### src/rtl/scalar_operand_fetch.sv
// Operand-fetch stage: resolves register-file read/write hazards, substitutes the PC
// for the PC register, and keeps operands current across execute stalls.
module scalar_operand_fetch #(
    parameter int REG_IDX_WIDTH = 7,
    parameter int PC_REG        = 31
) (
    input  logic                     clk,
    input  logic                     reset,
    input  logic                     ds_instruction_valid,
    input  logic [REG_IDX_WIDTH-1:0] ds_scalar_sel1,
    input  logic [REG_IDX_WIDTH-1:0] ds_scalar_sel2,
    input  logic [31:0]              ds_pc,
    input  logic [31:0]              rf_scalar_value1,
    input  logic [31:0]              rf_scalar_value2,
    input  logic                     wb_enable_scalar_writeback,
    input  logic [REG_IDX_WIDTH-1:0] wb_writeback_reg,
    input  logic [31:0]              wb_writeback_value,
    input  logic                     ex_stall,
    input  logic                     rollback,
    output logic                     of_stall,
    output logic                     of_instruction_valid,
    output logic [31:0]              of_operand1,
    output logic [31:0]              of_operand2,
    output logic [31:0]              of_pc
);
    localparam logic [4:0] PC_NUM = 5'(PC_REG);

    logic                     s1_valid_q, s1_valid_d;
    logic [REG_IDX_WIDTH-1:0] s1_sel1_q, s1_sel1_d;
    logic [REG_IDX_WIDTH-1:0] s1_sel2_q, s1_sel2_d;
    logic [31:0]              s1_pc_q, s1_pc_d;
    logic                     s1_fresh_q, s1_fresh_d;
    logic                     col1_q, col1_d;
    logic                     col2_q, col2_d;
    logic [31:0]              cap1_q, cap1_d;
    logic [31:0]              cap2_q, cap2_d;
    logic [31:0]              held1_q, held1_d;
    logic [31:0]              held2_q, held2_d;
    logic                     of_valid_q, of_valid_d;
    logic [31:0]              of_operand1_q, of_operand1_d;
    logic [31:0]              of_operand2_q, of_operand2_d;
    logic [31:0]              of_pc_q, of_pc_d;
    logic [REG_IDX_WIDTH-1:0] of_sel1_q, of_sel1_d;
    logic [REG_IDX_WIDTH-1:0] of_sel2_q, of_sel2_d;

    logic [31:0] resolved1;
    logic [31:0] resolved2;

    // Newest source wins: PC, then this cycle's writeback, then the value written
    // on the read edge, then the RF read itself, else the value held from last edge.
    function automatic logic [31:0] resolve(
        input logic [REG_IDX_WIDTH-1:0] sel,
        input logic                     col,
        input logic [31:0]              cap,
        input logic [31:0]              rf_value,
        input logic [31:0]              held
    );
        logic [31:0] res;
        res = held;
        if (sel[4:0] == PC_NUM)
            res = s1_pc_q;
        else if (wb_enable_scalar_writeback && wb_writeback_reg == sel)
            res = wb_writeback_value;
        else if (s1_fresh_q && col)
            res = cap;
        else if (s1_fresh_q)
            res = rf_value;
        return res;
    endfunction

    always_comb begin
        resolved1 = resolve(s1_sel1_q, col1_q, cap1_q, rf_scalar_value1, held1_q);
        resolved2 = resolve(s1_sel2_q, col2_q, cap2_q, rf_scalar_value2, held2_q);
    end

    always_comb begin
        s1_valid_d    = s1_valid_q;
        s1_sel1_d     = s1_sel1_q;
        s1_sel2_d     = s1_sel2_q;
        s1_pc_d       = s1_pc_q;
        s1_fresh_d    = 1'b0;
        col1_d        = col1_q;
        col2_d        = col2_q;
        cap1_d        = cap1_q;
        cap2_d        = cap2_q;
        held1_d       = resolved1;
        held2_d       = resolved2;
        of_valid_d    = of_valid_q;
        of_operand1_d = of_operand1_q;
        of_operand2_d = of_operand2_q;
        of_pc_d       = of_pc_q;
        of_sel1_d     = of_sel1_q;
        of_sel2_d     = of_sel2_q;

        if (!ex_stall) begin
            s1_valid_d    = ds_instruction_valid;
            s1_sel1_d     = ds_scalar_sel1;
            s1_sel2_d     = ds_scalar_sel2;
            s1_pc_d       = ds_pc;
            s1_fresh_d    = 1'b1;
            col1_d        = wb_enable_scalar_writeback && (wb_writeback_reg == ds_scalar_sel1);
            col2_d        = wb_enable_scalar_writeback && (wb_writeback_reg == ds_scalar_sel2);
            cap1_d        = wb_writeback_value;
            cap2_d        = wb_writeback_value;
            of_valid_d    = s1_valid_q;
            of_operand1_d = resolved1;
            of_operand2_d = resolved2;
            of_pc_d       = s1_pc_q;
            of_sel1_d     = s1_sel1_q;
            of_sel2_d     = s1_sel2_q;
        end else begin
            // Stalled execute operands keep tracking writebacks; the PC register never does.
            if (wb_enable_scalar_writeback && wb_writeback_reg == of_sel1_q
                    && of_sel1_q[4:0] != PC_NUM)
                of_operand1_d = wb_writeback_value;
            if (wb_enable_scalar_writeback && wb_writeback_reg == of_sel2_q
                    && of_sel2_q[4:0] != PC_NUM)
                of_operand2_d = wb_writeback_value;
        end

        if (rollback) begin
            s1_valid_d = 1'b0;
            of_valid_d = 1'b0;
        end
    end

    always_ff @(posedge clk) begin
        if (reset) begin
            s1_valid_q    <= 1'b0;
            s1_sel1_q     <= '0;
            s1_sel2_q     <= '0;
            s1_pc_q       <= '0;
            s1_fresh_q    <= 1'b0;
            col1_q        <= 1'b0;
            col2_q        <= 1'b0;
            cap1_q        <= '0;
            cap2_q        <= '0;
            held1_q       <= '0;
            held2_q       <= '0;
            of_valid_q    <= 1'b0;
            of_operand1_q <= '0;
            of_operand2_q <= '0;
            of_pc_q       <= '0;
            of_sel1_q     <= '0;
            of_sel2_q     <= '0;
        end else begin
            s1_valid_q    <= s1_valid_d;
            s1_sel1_q     <= s1_sel1_d;
            s1_sel2_q     <= s1_sel2_d;
            s1_pc_q       <= s1_pc_d;
            s1_fresh_q    <= s1_fresh_d;
            col1_q        <= col1_d;
            col2_q        <= col2_d;
            cap1_q        <= cap1_d;
            cap2_q        <= cap2_d;
            held1_q       <= held1_d;
            held2_q       <= held2_d;
            of_valid_q    <= of_valid_d;
            of_operand1_q <= of_operand1_d;
            of_operand2_q <= of_operand2_d;
            of_pc_q       <= of_pc_d;
            of_sel1_q     <= of_sel1_d;
            of_sel2_q     <= of_sel2_d;
        end
    end

    assign of_stall             = ex_stall;
    assign of_instruction_valid = of_valid_q;
    assign of_operand1          = of_operand1_q;
    assign of_operand2          = of_operand2_q;
    assign of_pc                = of_pc_q;

endmodule

### config.mk
export PLATFORM = sky130hd
export DESIGN_NAME = scalar_operand_fetch
export DESIGN_NICKNAME = d
export VERILOG_FILES = /design/src/rtl/scalar_operand_fetch.sv
export SDC_FILE = /design/constraint.sdc
export NUM_CORES = 1
export LEC_CHECK = 0
export BUFFER_PORTS_ARGS = -buffer_cell sky130_fd_sc_hd__clkbuf_2
export CAP_MARGIN = 20
export CORE_MARGIN = 2
export CORE_UTILIZATION = 35
export CTS_BUF_LIST = sky130_fd_sc_hd__clkbuf_8
export CTS_CLUSTER_SIZE = 16
export DETAILED_ROUTE_END_ITERATION = 10
export PLACE_DENSITY = 0.6
export SLEW_MARGIN = 20
export SYNTH_ARGS = -nofsm -noshare
export SYNTH_HDL_FRONTEND = slang
export SYNTH_SLANG_ARGS = --single-unit
### constraint.sdc
create_clock -name clk -period 3.6 [get_ports clk]
set_clock_uncertainty 0.15 [all_clocks]
set_input_delay 0.36 -clock clk [delete_from_list [all_inputs] [get_ports clk]]
set_output_delay 0.36 -clock clk [all_outputs]
set_load 0.1 [all_outputs]
==> metrics.md, run 1 <==
| Metric | Value |
|---|---|
| Status | complete, no violations |
| Crit path arrival time | ~2800 ps |
| CTS root buf | clkbuf_8 |
| Routability cong. | 0.7792 |
| Initial antenna violation count | 1 |
| Via density | 5.219 |
| Vias in the first global route | 10,890 |
| Total Routing Usage GR | 0.2082 |
| Clock slew at reported path FFs | 60 ps |
| Netlist cell types | 43 |
| Post-synth net total | 1,474 |
| Hold Path Depth | 3 |
| Slowest Stage Delay on Critical Path | around 550 ps |
| Worst setup SP type | flop |
| Worst path cell trace | xnor2_1 > nand4_1 > nor2_4 > buf_4 > mux2i_1 > a2111oi_2 |
| Fin. Hold Viols | 0 |
| Final setup violation count | 0 |
| Worst-Margin Slew | 1004 ps |
| Ports | roughly 250 |
| Die width | 196.1 um |
| Max stage delay cell, worst path | nor2_4 |
| Detailed Routing Iterations Pass 1 | 5 |
| Main area contributors after synthesis | dfxtp_1 40%, mux2i_1 22%, nor2_1 7.4% |
| Bufs on Longest Clock Path | 3 |
| Reg-to-Reg End | of_operand2[27] |
| Fmax | 394.3 MHz |
| Final setup TNS | 0 ps |
| Area Growth Syn to Fin | 25.40% |
| Power per cell area | 459.5 nW/um^2 |
| Reg2reg start | s1_sel2_q[2] |
| Mean Syn Cell Area | approximately 9.8 sq um |
| DR WL/cell | 19.33 um |
| Hpwl dp | between 20 and 25 mm |
| Sink Count | 257 |
| Initial drt markers | 550 |
| CTS tree | done |
| Hold Crit Class | input pin to flop |
| Crit path time final | around 2500 ps |
| H-tree levels | 2 |
| Clk Latency, worst-skew pair | 640 ps |
| Synth top area share | 0.3984 |
| Top Family by Delay on Critical Path | simple AND/OR/NAND/NOR gates |
| Ratio of cells with drive above 1 in the final layout | 0.2990 |
| Post-Synthesis Cell Area | 12,910 sq um |
| Final WS setup | 1064 ps |
| Worst setup path class | flop to flop |
| Hold WS | 81.54 ps |
| Starting Density | 0.3545 |
| M2 GR Usage | 0.3478 |
| Worst-path maximum fanout | 12 |
| Vias | 10,960 |
| Crit share post-route | 0.7044 |
| Leak | 6.780 nW |
| Crit. path cell count | 6 |
| Power, Total | between 7 and 8 mW |
| Slew Viols, Final | 0 |
| Core area | 36,430 sq um |
| # fillers | approximately 3,500 |
| Largest area contributor in the synthesized netlist | dfxtp_1 |
| Critical path capture point type | flop |
| Setup WS pre-CTS | about 900 ps |
| Gr ovfl total | 0 |
| Crit path required time | 3900 ps |
| Register-to-Register Path Depth | 6 |
| Rows | 70 |
| GR peak layer | met2 |
| Post-synth EDFFs | 0 |
| Sequential fraction of the synthesis area | 0.3984 |
| Cells after Synth | 1,319 |
| Die area | 38,450 sq um |
| Seq cells post-synth | 257 |
| Critical path buffer and inverter count | 1 |
| PortBufs | 252 |
| Hold wc startpoint | reset |
| Met3 Track Usage GR | 0.04143 |
| Most common cell after layout, fill and taps aside | mux2i_1 |
| NumNets Final | 1,753 |
| Die Height | ~200 um |
| Synth warnings | 0 |
| Post-route ant nets | 0 |
| Max-cap violations | 0 |
| Largest net degree at the start of global routing | 225 |
| Num CTS Buffers | 48 |
| Reg2Reg Setup Slack | 1060 ps |
| Relative slew margins | 0.3307 |
| ANT cells | 0 |
| Met1 Use GR | 0.2661 |
| Drt drc | 0 |
| VDD IR-drop max | 0.0002524 V |
| Hold endpoint | held1_q[15] |
| DRT Wirelength | 40.60 mm |
| First-pass GRT wire length | 62.76 mm |
| Most frequent cells in the layout | 286 x mux2i_1, 254 x nor2_1, 254 x dfxtp_1 |
| RSZ-0062 raised after global routing | false |
| Commonest register cell after synthesis | dfxtp_1 |
| Ys async rst share | 0 |
flip-flops by register name, indices dropped and copies added, names as in the netlist:
register / flops
of_pc: 32
held2_q: 32
of_operand2: 32
cap2_q: 32
held1_q: 32
of_sel1_q: 7
s1_fresh_q: 1
s1_sel2_q: 7
s1_valid_q: 1
col2_q: 1
of_sel2_q: 7
of_instruction_valid: 1
col1_q: 1
s1_sel1_q: 7
of_operand1: 32
s1_pc_q: 32
cell type report:
type / count / area, sq um / share of cell area
Multi-Input combinational cell: 938 / 7143 / 0.4411
Sequential cell: 257 / 5151 / 0.3181
Timing Repair Buffer: 352 / 2312 / 0.1428
Clock buffer: 63 / 867.1 / 0.05354
Tap cell: 468 / 585.6 / 0.03616
Clock inverter: 21 / 132.6 / 0.008189
Inverter: 1 / 3.754 / 0.0002318
worst min-delay path, delay by kind of cell:
family / cells / cell delay [ps]
buffers and inverters: 2 / 340
AND/OR/NAND/NOR: 1 / 130
worst max-delay path by stage:
stage                                   start               to  slack (ps)
after floorplan           wb_writeback_reg[0]  of_operand1[22]        1510
after global placement    wb_writeback_reg[6]      held2_q[18]         940
after detailed placement  wb_writeback_reg[0]  of_operand1[20]         890
after CTS                        s1_sel2_q[2]  of_operand2[23]        1030
after global routing             s1_sel1_q[6]  of_operand1[29]         820
final                            s1_sel2_q[2]  of_operand2[27]        1060
cell families (layout without fill, tap and decap cells):
logic type / count (synthesis) / after routing / share of synthesized area
xor gates and xnor gates: 40 / 40 / 0.02829
AOI/OAI and AO/OA: 220 / 220 / 0.1350
buffers and inverters: 124 / 437 / 0.05193
DFF: 257 / 257 / 0.3984
muxes: 318 / 318 / 0.2496
and+or+nand+nor: 360 / 360 / 0.1369
cells in the mapped netlist, types with 7 or more instances:
cell,count
buf_6,7
a31o_1,8
xnor2_1,20
a21oi_1,55
nor2_1,255
a2111oi_2,30
clkbuf_1,71
buf_2,25
and4_1,10
a31o_2,15
o22ai_1,55
xor2_1,18
dfxtp_1,257
mux2i_1,286
or2b_1,13
mux2_2,32
nand2b_1,11
or2b_2,44
a211oi_1,50
repair_timing:
item / CTS / global route
hold endpoints to repair: 123 / 0
hold buffers: 80 / 0
resized for setup: 0 / 0
buffers inserted: 0 / 0
endpoints found under the setup margin: 0 / 0
metal layers:
| layer | share of wire | wire [um] |
|---|---|---|
| met1 | 0.44 | 18010 |
| met2 | 0.48 | 19350 |
| met3 | 0.052 | 2131 |
| met4 | 0.027 | 1097 |
| met5 | 0.00030 | 12 |
report_power, final:
group	switching [mW]	leakage [nW]	internal [mW]
clock network	1.33	0.556	1.64
logic	0.884	4.11	0.459
registers	0.125	2.11	3.01
stage by stage:
| stage | util | area [sq um] | cells |
|---|---|---|---|
| floorplan | - | 12910 | 1319 |
| global placement | 0.3943 | 14370 | 1935 |
| detailed placement | 0.3943 | 14370 | 1935 |
| CTS | 0.4438 | 16170 | 2099 |
| global route | 0.4445 | 16200 | 2100 |
| finish | 0.4445 | 16200 | 2100 |
Power figures use the tool's default switching activity.
==> run 2: changes to the inputs <==
Settings changed: PLACE_DENSITY 0.6 to 0.62.
Clock period 3.6 ns to 2.1 ns, I/O delays scaled along.
==> metrics.md, run 2 (synthesis gave the netlist of run 1 again) <==
| Metric | Value |
|---|---|
| Die Height | 196.1 um (unchanged) |
| NumNets Final | 1,813 (was 1,753) |
| Post-route cell area | 17,080 sq um (was 16,200 sq um) |
| Crit path time final | 2035 ps (was 2536 ps) |
| DR WL/cell | 19.47 um (was 19.33 um) |
| Critical path capture point type | flop (unchanged) |
| Power per cell area | 750.8 nW/um^2 (was 459.5 nW/um^2) |
| Clock slew at reported path FFs | 60 ps (about the same) |
| Initial drt markers | 576 (was 550) |
| Detailed Routing Iterations Pass 1 | 7 (was 5) |
| Worst-Margin Slew | 956.8 ps (was 1004 ps) |
| Met1 Use GR | 0.2671 (was 0.2661) |
| Hold wc startpoint | rf_scalar_value2[31] (was reset) |
| Num CTS Buffers | 48 (unchanged) |
| Clk Latency, worst-skew pair | 610 ps (was 640 ps) |
| Final setup violation count | 0 (unchanged) |
| Crit path required time | 2410 ps (was 3900 ps) |
| Post-route ant nets | 0 (unchanged) |
| Max stage delay cell, worst path | nor4_4 (was nor2_4) |
| Most frequent cells in the layout | 285 x mux2i_1, 254 x nor2_1, 249 x dfxtp_1, 249 x clkbuf_2, 94 x dlygate4sd3_1 (was 286 x mux2i_1, 254 x nor2_1, 254 x dfxtp_1) |
| Sink Count | 257 (unchanged) |
| Hold WS | 52.88 ps (was 81.54 ps) |
| Most common cell after layout, fill and taps aside | mux2i_1 (unchanged) |
| Setup WS pre-CTS | -58.13 ps (was 887.9 ps) |
| Hold Crit Class | input pin to flop (unchanged) |
| Ratio of cells with drive above 1 in the final layout | 0.3229 (was 0.2990) |
| Fmax | 491.3 MHz (was 394.3 MHz) |
| Ports | 253 (unchanged) |
| H-tree levels | 2 (unchanged) |
| CTS root buf | clkbuf_8 (unchanged) |
| Final setup TNS | 0 ps (unchanged) |
| Leak | 7.192 nW (was 6.780 nW) |
| CTS tree | done (unchanged) |
| Slowest Stage Delay on Critical Path | 360 ps (was 550 ps) |
| Worst setup path class | flop to flop (unchanged) |
| Reg-to-Reg End | of_operand1[7] (was of_operand2[27]) |
| RSZ-0062 raised after global routing | true (was false) |
| Status | complete, no violations (unchanged) |
| Vias | 11,260 (was 10,960) |
| Area after DPL | 14,910 sq um (was 14,370 sq um) |
| Worst path cell trace | xor2_1 > nor4_4 > buf_12 > buf_4 > a21oi_1 > o22ai_1 > o22ai_1 (was xnor2_1 > nand4_1 > nor2_4 > buf_4 > mux2i_1 > a2111oi_2) |
| Relative slew margins | 0.3622 (was 0.3307) |
| Final WS setup | 64.61 ps (was 1064 ps) |
| Power, Total | 12.82 mW (was 7.442 mW) |
| Bufs on Longest Clock Path | 3 (unchanged) |
| ANT cells | 0 (unchanged) |
| PortBufs | 252 (unchanged) |
| Area Growth Syn to Fin | 32.26% (was 25.40%) |
| GR peak layer | met2 (unchanged) |
| Hpwl dp | 26.98 mm (was 24.23 mm) |
| Met3 Track Usage GR | 0.04556 (was 0.04143) |
| Core area | 36,430 sq um (unchanged) |
| Fin. Hold Viols | 0 (unchanged) |
| Critical path buffer and inverter count | 2 (was 1) |
| Initial antenna violation count | 1 (unchanged) |
| First-pass GRT wire length | 63.37 mm (was 62.76 mm) |
| DRT Wirelength | 42.09 mm (was 40.60 mm) |
| Worst setup SP type | flop (unchanged) |
| Crit share post-route | 0.9692 (was 0.7044) |
| Crit path arrival time | 2340 ps (was 2840 ps) |
| Vias in the first global route | 11,280 (was 10,890) |
| Register-to-Register Path Depth | 7 (was 6) |
| Drt drc | 0 (unchanged) |
| Hold Path Depth | 5 (was 3) |
| Rows | 70 (unchanged) |
| Via density | 5.207 (was 5.219) |
| Die area | 38,450 sq um (unchanged) |
| Routability cong. | 0.8053 (was 0.7792) |
| Largest net degree at the start of global routing | 112 (was 225) |
| VDD IR-drop max | 0.0004841 V (was 0.0002524 V) |
| Cell mode on critical path | o22ai_1 |
| Hold endpoint | held2_q[31] (was held1_q[15]) |
| Reg2Reg Setup Slack | 60 ps (was 1060 ps) |
| Top Family by Delay on Critical Path | buffers and inverters (was simple AND/OR/NAND/NOR gates) |
| Reg2reg start | s1_sel1_q[4] (was s1_sel2_q[2]) |
| Gr ovfl total | 0 (unchanged) |
| Max-cap violations | 0 (unchanged) |
| Worst-path maximum fanout | 20 (was 12) |
| Total Routing Usage GR | 0.2094 (was 0.2082) |
| Die width | 196.1 um (unchanged) |
| M2 GR Usage | 0.3520 (was 0.3478) |
| Starting Density | 0.3545 (unchanged) |
| Slew Viols, Final | 0 (unchanged) |
[run 2: cell count changes in the layout (fill, tap and decap cells not counted), moves of 3 or more]
cell,delta
buf_4,+22
buf_12,+21
dlygate4sd3_1,+14
a211oi_1,-7
a211oi_2,+7
inv_1,+7
dfxtp_1,-5
dfxtp_2,+5
clkbuf_16,+4
clkbuf_8,-3
clkinv_2,-3
[run 2: area by class of cell]
cell class | instances | area, sq um
Clock inverter | 25 | 161.4
Sequential cell | 257 | 5157
Inverter | 1 | 3.754
Timing Repair Buffer | 412 | 3118
Clock buffer | 61 | 839.6
Multi-Input combinational cell | 938 | 7216
Fill cell | 3453 | 19350
Tap cell | 468 | 585.6
[run 2: how the worst max path moves through the flow]
stage | depth (start not counted) | startpoint | endpoint | slack [ps]
2_1_floorplan | 8 | wb_writeback_reg[0] | of_operand1[22] | 160
3_3_place_gp | 8 | wb_writeback_reg[3] | of_operand1[30] | -0.7
3_5_place_dp | 8 | wb_writeback_reg[6] | of_operand2[8] | -60
4_1_cts | 7 | of_sel2_q[5] | of_operand2[8] | 20
5_1_grt | 6 | of_sel1_q[0] | of_operand1[0] | -5
6_report | 7 | s1_sel1_q[4] | of_operand1[7] | 60
[run 2: stage by stage]
step,utilization,cells
2_1_floorplan,-,1319
5_1_grt,0.4688,2162
3_5_place_dp,0.4093,1974
4_1_cts,0.4627,2154
6_report,0.4688,2162
3_3_place_gp,0.4093,1974
[run 2: worst register-to-register path: cells and delay by family (launching register included)]
| family | cells | cell delay, ps |
|---|---|---|
| AO/OA/AOI/OAI | 3 | 410 |
| XOR/XNOR | 1 | 190 |
| buffers and inverters | 2 | 420 |
| flip-flops | 1 | 340 |
| AND/OR/NAND/NOR | 1 | 360 |
[run 2: layer usage]
layer / routed length [um] / vias to the layer above / part of all wire
li1: - / 5386 / -
met1: 18500 / 5488 / 0.44
met2: 20350 / 322 / 0.48
met3: 2332 / 59 / 0.055
met4: 901 / 2 / 0.021
met5: 11 / - / 0.00026
[run 2: report_power, final]
group	total [mW]	switching, mW	internal, mW
registers	5.36	0.205	5.15
logic	2.43	1.57	0.863
clock network	5.04	2.19	2.85
total	12.8	3.96	8.86
[run 2: what timing repair did]
| action | CTS | global route |
|---|---|---|
| endpoints found under the hold margin | 212 | 0 |
| resized for setup | 1 | 18 |
| gates cloned | 0 | 4 |
| setup buffers | 0 | 4 |
| setup endpoints to repair | 3 | 55 |
| hold buffers | 94 | 0 |
| pin swaps | 0 | 23 |
